**config.mk**
```make
export PLATFORM = sky130hd
export DESIGN_NAME = mem_arbiter
export DESIGN_NICKNAME = d
export VERILOG_FILES = /design/src/rtl/mem_arbiter.sv
export SDC_FILE = /design/constraint.sdc
export NUM_CORES = 1
export LEC_CHECK = 0
export ABC_AREA = 1
export BUFFER_PORTS_ARGS = -buffer_cell sky130_fd_sc_hd__buf_2
export CELL_PAD_IN_SITES_DETAIL_PLACEMENT = 1
export CELL_PAD_IN_SITES_GLOBAL_PLACEMENT = 2
export CORE_MARGIN = 1
export CORE_UTILIZATION = 24
export DETAILED_ROUTE_END_ITERATION = 7
export GPL_TIMING_DRIVEN = 0
export PLACE_DENSITY = 0.83
export SLEW_MARGIN = 5
export SYNTH_ARGS = -nofsm -noshare
export SYNTH_HDL_FRONTEND = slang
export SYNTH_SLANG_ARGS = --single-unit
export TNS_END_PERCENT = 50
```
**constraint.sdc**
```tcl
create_clock -name clk -period 4.4 [get_ports clk]
set_clock_uncertainty 0.1 [all_clocks]
set_input_delay 0.66 -clock clk [delete_from_list [all_inputs] [get_ports clk]]
set_output_delay 0.66 -clock clk [all_outputs]
set_load 0.02 [all_outputs]
```
**src/rtl/mem_arbiter.sv**
```systemverilog
// Two-master round-robin memory arbiter.
// Each accepted request is latched, checked against the address map, and
// either issued as a one-cycle write, waited on as a read, or rejected.
module mem_arbiter #(
    parameter int N      = 32,
    parameter int RD_LAT = 1
) (
    input  logic         clk,
    input  logic         reset,
    input  logic         m0_req,
    input  logic         m1_req,
    input  logic         m0_we,
    input  logic         m1_we,
    input  logic [N-1:0] m0_addr,
    input  logic [N-1:0] m1_addr,
    input  logic [N-1:0] m0_wdata,
    input  logic [N-1:0] m1_wdata,
    output logic         m0_gnt,
    output logic         m1_gnt,
    output logic         m0_rvalid,
    output logic         m1_rvalid,
    output logic         m0_err,
    output logic         m1_err,
    output logic [N-1:0] rdata,
    output logic         bus_we,
    output logic [N-1:0] bus_addr,
    output logic [N-1:0] bus_wdata,
    input  logic [N-1:0] bus_rdata,
    output logic         busy
);

    typedef enum logic [1:0] {IDLE, ISSUE, WAIT} state_t;

    // Address map boundaries (inclusive).
    localparam logic [N-1:0] RW_ID_HI = N'(32'h0000_0403); // regs + read-only id word
    localparam logic [N-1:0] RW_HI    = N'(32'h0000_03FF);
    localparam logic [N-1:0] WO_LO    = N'(32'h0000_0404);
    localparam logic [N-1:0] WO_HI    = N'(32'h0002_5C03);
    localparam logic [N-1:0] RO_LO    = N'(32'h0003_0000);
    localparam logic [N-1:0] RO_HI    = N'(32'h0007_AFFF);

    state_t         state, state_nxt;
    logic [1:0]     req;
    logic           sel_nxt;
    logic           sel;       // master currently being served
    logic           last;      // master granted most recently
    logic           lat_we;
    logic [N-1:0]   lat_addr;
    logic [N-1:0]   lat_wdata;
    logic [2:0]     cnt;
    logic [1:0]     rvalid_q;
    logic [N-1:0]   rdata_q;
    logic [1:0]     gnt_v;
    logic [1:0]     err_v;
    logic           bus_we_c;
    logic           rd_legal, wr_legal, legal;

    assign req = {m1_req, m0_req};

    // Round-robin pick: on a tie the master not granted last wins.
    assign sel_nxt = (req == 2'b11) ? ~last : req[1];

    // Legality of the latched access.
    assign rd_legal = (lat_addr <= RW_ID_HI) || ((lat_addr >= RO_LO) && (lat_addr <= RO_HI));
    assign wr_legal = (lat_addr <= RW_HI) || ((lat_addr >= WO_LO) && (lat_addr <= WO_HI));
    assign legal    = lat_we ? wr_legal : rd_legal;

    // State register.
    always_ff @(posedge clk or posedge reset) begin
        if (reset) state <= IDLE;
        else       state <= state_nxt;
    end

    // Next-state and per-cycle strobes.
    always_comb begin
        state_nxt = state;
        gnt_v     = '0;
        err_v     = '0;
        bus_we_c  = 1'b0;
        case (state)
            IDLE:  if (|req) state_nxt = ISSUE;
            ISSUE: begin
                gnt_v[sel] = 1'b1;
                err_v[sel] = ~legal;
                bus_we_c   = lat_we & legal;
                state_nxt  = (legal && !lat_we) ? WAIT : IDLE;
            end
            WAIT:  if (cnt <= 3'd1) state_nxt = IDLE;
            default: state_nxt = IDLE;
        endcase
    end

    // Request latch, read-latency counter and read-return registers.
    always_ff @(posedge clk or posedge reset) begin
        if (reset) begin
            sel       <= 1'b0;
            last      <= 1'b1;
            lat_we    <= 1'b0;
            lat_addr  <= '0;
            lat_wdata <= '0;
            cnt       <= '0;
            rvalid_q  <= '0;
            rdata_q   <= '0;
        end else begin
            rvalid_q <= '0;
            case (state)
                IDLE: if (|req) begin
                    sel       <= sel_nxt;
                    last      <= sel_nxt;
                    lat_we    <= sel_nxt ? m1_we    : m0_we;
                    lat_addr  <= sel_nxt ? m1_addr  : m0_addr;
                    lat_wdata <= sel_nxt ? m1_wdata : m0_wdata;
                end
                ISSUE: if (legal && !lat_we) cnt <= 3'(RD_LAT);
                WAIT: begin
                    cnt <= (cnt == 3'd0) ? 3'd0 : cnt - 3'd1;
                    // Counter hits zero this cycle: capture data, rvalid next cycle.
                    if (cnt <= 3'd1) begin
                        rdata_q       <= bus_rdata;
                        rvalid_q[sel] <= 1'b1;
                    end
                end
                default: ;
            endcase
        end
    end

    assign m0_gnt    = gnt_v[0];
    assign m1_gnt    = gnt_v[1];
    assign m0_err    = err_v[0];
    assign m1_err    = err_v[1];
    assign m0_rvalid = rvalid_q[0];
    assign m1_rvalid = rvalid_q[1];
    assign rdata     = rdata_q;
    assign bus_we    = bus_we_c;
    assign bus_addr  = lat_addr;
    assign bus_wdata = lat_wdata;
    assign busy      = (state != IDLE);

endmodule

```
==> results.md <==
- Vias in the first global route: 5200
- Max Fclk: 0.3562 GHz
- Post-route antenna net violation count: 0
- Io pins: 270
- Sw frac: 37.54%
- Tmin final: 2.807 ns
- Hold_buf cts: 0
- Cell Area, Synth: 4901 um^2
- Hold crit path type: primary input to asynchronous set/reset pin
- Slew headroom: 61.22%
- Crit. End Element: output port
- TritonCTS Sinks: 106
- Share of layout cells above drive strength 1: 40.53%
- Max cap viols: 0
- Synthesized Nets: 706
- Synth area leader: dfrtp_1
- Crit path kind: flip-flop to output port
- Crit-path cells: nor2_1, nand3_2, nor2_8, nand2_1, nor2_2, nor2_1, nand2_2, nand3_2, a21oi_1, buf_2
- Setup TNS: 0 ns
- DRT iter0 DRCs: 144
- Reg power frac: 41.9%
- Net Sw Power: 1.097 mW
- Syn-to-layout area delta: 41.21%
- Pleak: 3.490 nW
- Setup slack, reg-to-reg: 2.56 ns
- #FFs+latches synth: 106
- Critical-path maximum fanout: 4
- Avg Cell Area, Syn: 9.110 um^2
- Diode count: 0
- Tcrit/Tclk final: 63.80%
- Remaining DRCs: 0
- First-pass GRT wire length: 28610 um
- H-tree depth: 3
- Worst reg2reg path startpoint: last
- First-pass DRT Iterations: 4
- Reg clk slew, reported paths: 0.09 ns
- Vias per inst: 4.459
- R2r endpoint: bus_addr[9]
- CTS tree: built
- Worst setup SP type: flip-flop
- Total power: 2.923 mW
- Die width: 144.9 um
- Hold WS: 0.2062 ns
- GRT Util Overall: 17.52%
- Num CTS Buffers: 9
- RSZ-0062 raised after global routing: false
- Die Outline Area: 21000 um^2
- Critical path's largest stage delay: 0.41 ns
- Post-synthesis async set-or-reset flop share: 100.0%
- Filler cells: 2408
- Initial Util: 24.86%
- Post-CTS Setup Bufs: 0
- Clk pwr share: 28.9%
- Internal: 1.826 mW
- Number of synthesized flops with an enable pin: 0
- Core area: 19720 um^2
- Worst EP arrival: 2.05 ns
- Routed via count: 4856
- Routed Wire Length: 17670 um
- Synth area leaders: dfrtp_1 54%, nand2_1 9.3%, nor2_1 7.0%
- Largest net degree at the start of global routing: 65
- # setup viols final: 0
- Die Ht: 144.9 um
- VDD IR-drop max: 0.1681 mV
- Number of I/O port buffers: 269
- Hold Fails Final Rpt: 0
- Resized cells post-CTS: 0
- Slowest CP cell: dfrtp_1
- R2R depth: 6
- Yosys top cell area share: 53.61%
- Post-synth top flop: dfrtp_1
- Layout Nets: 987
- Synth warn: 0
- Global route overflow: 0
- Logic gate share of total power: 29.1%
- Insertion delay to the later sink of the worst-skew pair: 0.36 ns
- Initial antenna violation count: 0
- HPWL Detailed: 13880 um
- Sequential share of the synthesized area: 54.15%
- Clock root buffer: clkbuf_16
- Slew Viols, Final: 0
- Clock buffer depth: 2
- Synth unique cells: 28
- Worst path required time: 3.64 ns
- Status: finished clean
- Pwr Density: 422.4 nW/um^2
- Mapped Cells: 538
- FP Rows: 51
- Final RePlAce weighted congestion: 0.7529
- Drt wl/cell: 16.23 um
- Worst-Margin Slew: 0.5818 ns
worst max path at each step:
stage / start / to / slack [ns] / cells past startpoint
2_1_floorplan: reset / bus_addr[0] / 0.85 / 1
6_report: bus_addr[26] / m0_err / 1.59 / 10
3_3_place_gp: reset / bus_addr[2] / -0.75 / 2
5_1_grt: bus_addr[26] / m1_err / 1.43 / 10
4_1_cts: bus_addr[26] / m0_err / 1.57 / 10
3_5_place_dp: bus_addr[26] / m0_err / 1.97 / 10
cell type report:
class	instances	area, um^2	area share [%]
tap	265	331.6	4.791
inverter	31	121.4	1.754
clock inverter	7	83.83	1.211
clock buffer	9	225.2	3.254
sequential	106	2654	38.35
buffer	31	168.9	2.441
timing repair buffer	270	1374	19.85
multi-input combinational	370	1962	28.35
synthesized netlist by cell type (2+ instances only):
| cell type | n |
|---|---|
| inv_1 | 28 |
| nor2_2 | 3 |
| nand3b_1 | 2 |
| buf_6 | 3 |
| ha_1 | 2 |
| nand3_1 | 9 |
| nand3_2 | 5 |
| nand2_2 | 4 |
| nor2_4 | 3 |
| mux2_2 | 4 |
| o22ai_1 | 18 |
| a31oi_1 | 47 |
| o21ai_0 | 23 |
| inv_2 | 3 |
| nand2_1 | 121 |
| dfrtp_1 | 105 |
| buf_1 | 3 |
| clkbuf_1 | 5 |
| nor2_1 | 91 |
| a21oi_1 | 4 |
| buf_4 | 2 |
| buf_2 | 18 |
| nand4_1 | 3 |
| mux2_1 | 28 |
per-stage QoR:
| stage | util [%] | std cells | instance area, um^2 | worst slack, ns |
|---|---|---|---|---|
| after floorplan | - | 538 | 4901 | 0.8528 |
| after global placement | 33.37 | 1072 | 6579 | -0.7547 |
| after detailed placement | 33.53 | 1073 | 6611 | 1.969 |
| after CTS | 35.10 | 1089 | 6920 | 1.568 |
| after global routing | 35.10 | 1089 | 6920 | 1.429 |
| final | 35.10 | 1089 | 6920 | 1.593 |
power by group through the flow:
| stage | Clock (mW) | Sequential (mW) | Combinational [mW] |
|---|---|---|---|
| 2_1_floorplan | 0 | 1.41 | 0.325 |
| 3_3_place_gp | 0 | 1.24 | 0.860 |
| 3_5_place_dp | 0 | 1.25 | 0.871 |
| 4_1_cts | 0.877 | 1.23 | 0.872 |
| 5_1_grt | 0.917 | 1.25 | 0.940 |
| 6_report | 0.846 | 1.23 | 0.852 |
per-layer routing:
layer | wire length [um] | GRT usage [%] | part of all wire, % | up-vias
met3 | 1310 | 4.843 | 7.4 | 21
met4 | 329 | 6.064 | 1.9 | 0
li1 | - | - | - | 2352
met1 | 7595 | 21.79 | 43 | 2306
met5 | 0 | 0 | 0 | -
met2 | 8435 | 29.01 | 48 | 177
sequential cells by signal, indices dropped and copies added (netlist names):
signal	flops
bus_addr	32
rdata	32
last	1
cnt	3
bus_wdata	32
sel	1
state	2
lat_we	1
rvalid_q	2
placed cells by master (no fill, tap or decap), drive strengths merged:
| cell type | synthesis | routed |
|---|---|---|
| dfrtp | 105 | 105 |
| nand3 | 14 | 14 |
| nor2 | 98 | 98 |
| o211ai | 1 | 1 |
| o22ai | 18 | 18 |
| nand2 | 125 | 125 |
| o21ai | 24 | 24 |
| buf | 26 | 296 |
| ha | 2 | 2 |
| mux2 | 32 | 32 |
| clkbuf | 5 | 14 |
| dfstp | 1 | 1 |
| a21oi | 4 | 4 |
| a31oi | 47 | 47 |
| inv | 31 | 34 |
| clkinv | 0 | 4 |
| nand4 | 3 | 3 |
| nand3b | 2 | 2 |
cell families (layout without fill, tap and decap cells):
group | count (synthesis) | after routing | share of synthesized area, %
buffers and inverters | 62 | 348 | 5.821
and+or+nand+nor | 242 | 242 | 20.86
DFF | 106 | 106 | 54.15
AOI/OAI and AO/OA | 94 | 94 | 11.31
muxes | 32 | 32 | 7.352
adders and majority gates | 2 | 2 | 0.5105
worst max-delay path, delay by kind of cell, from the launching register on:
family | cells | cell delay (ns)
compound gates | 1 | 0.16
buf+inv | 1 | 0.18
flops | 1 | 0.41
simple gates | 8 | 0.95
Power figures use the tool's default switching activity.
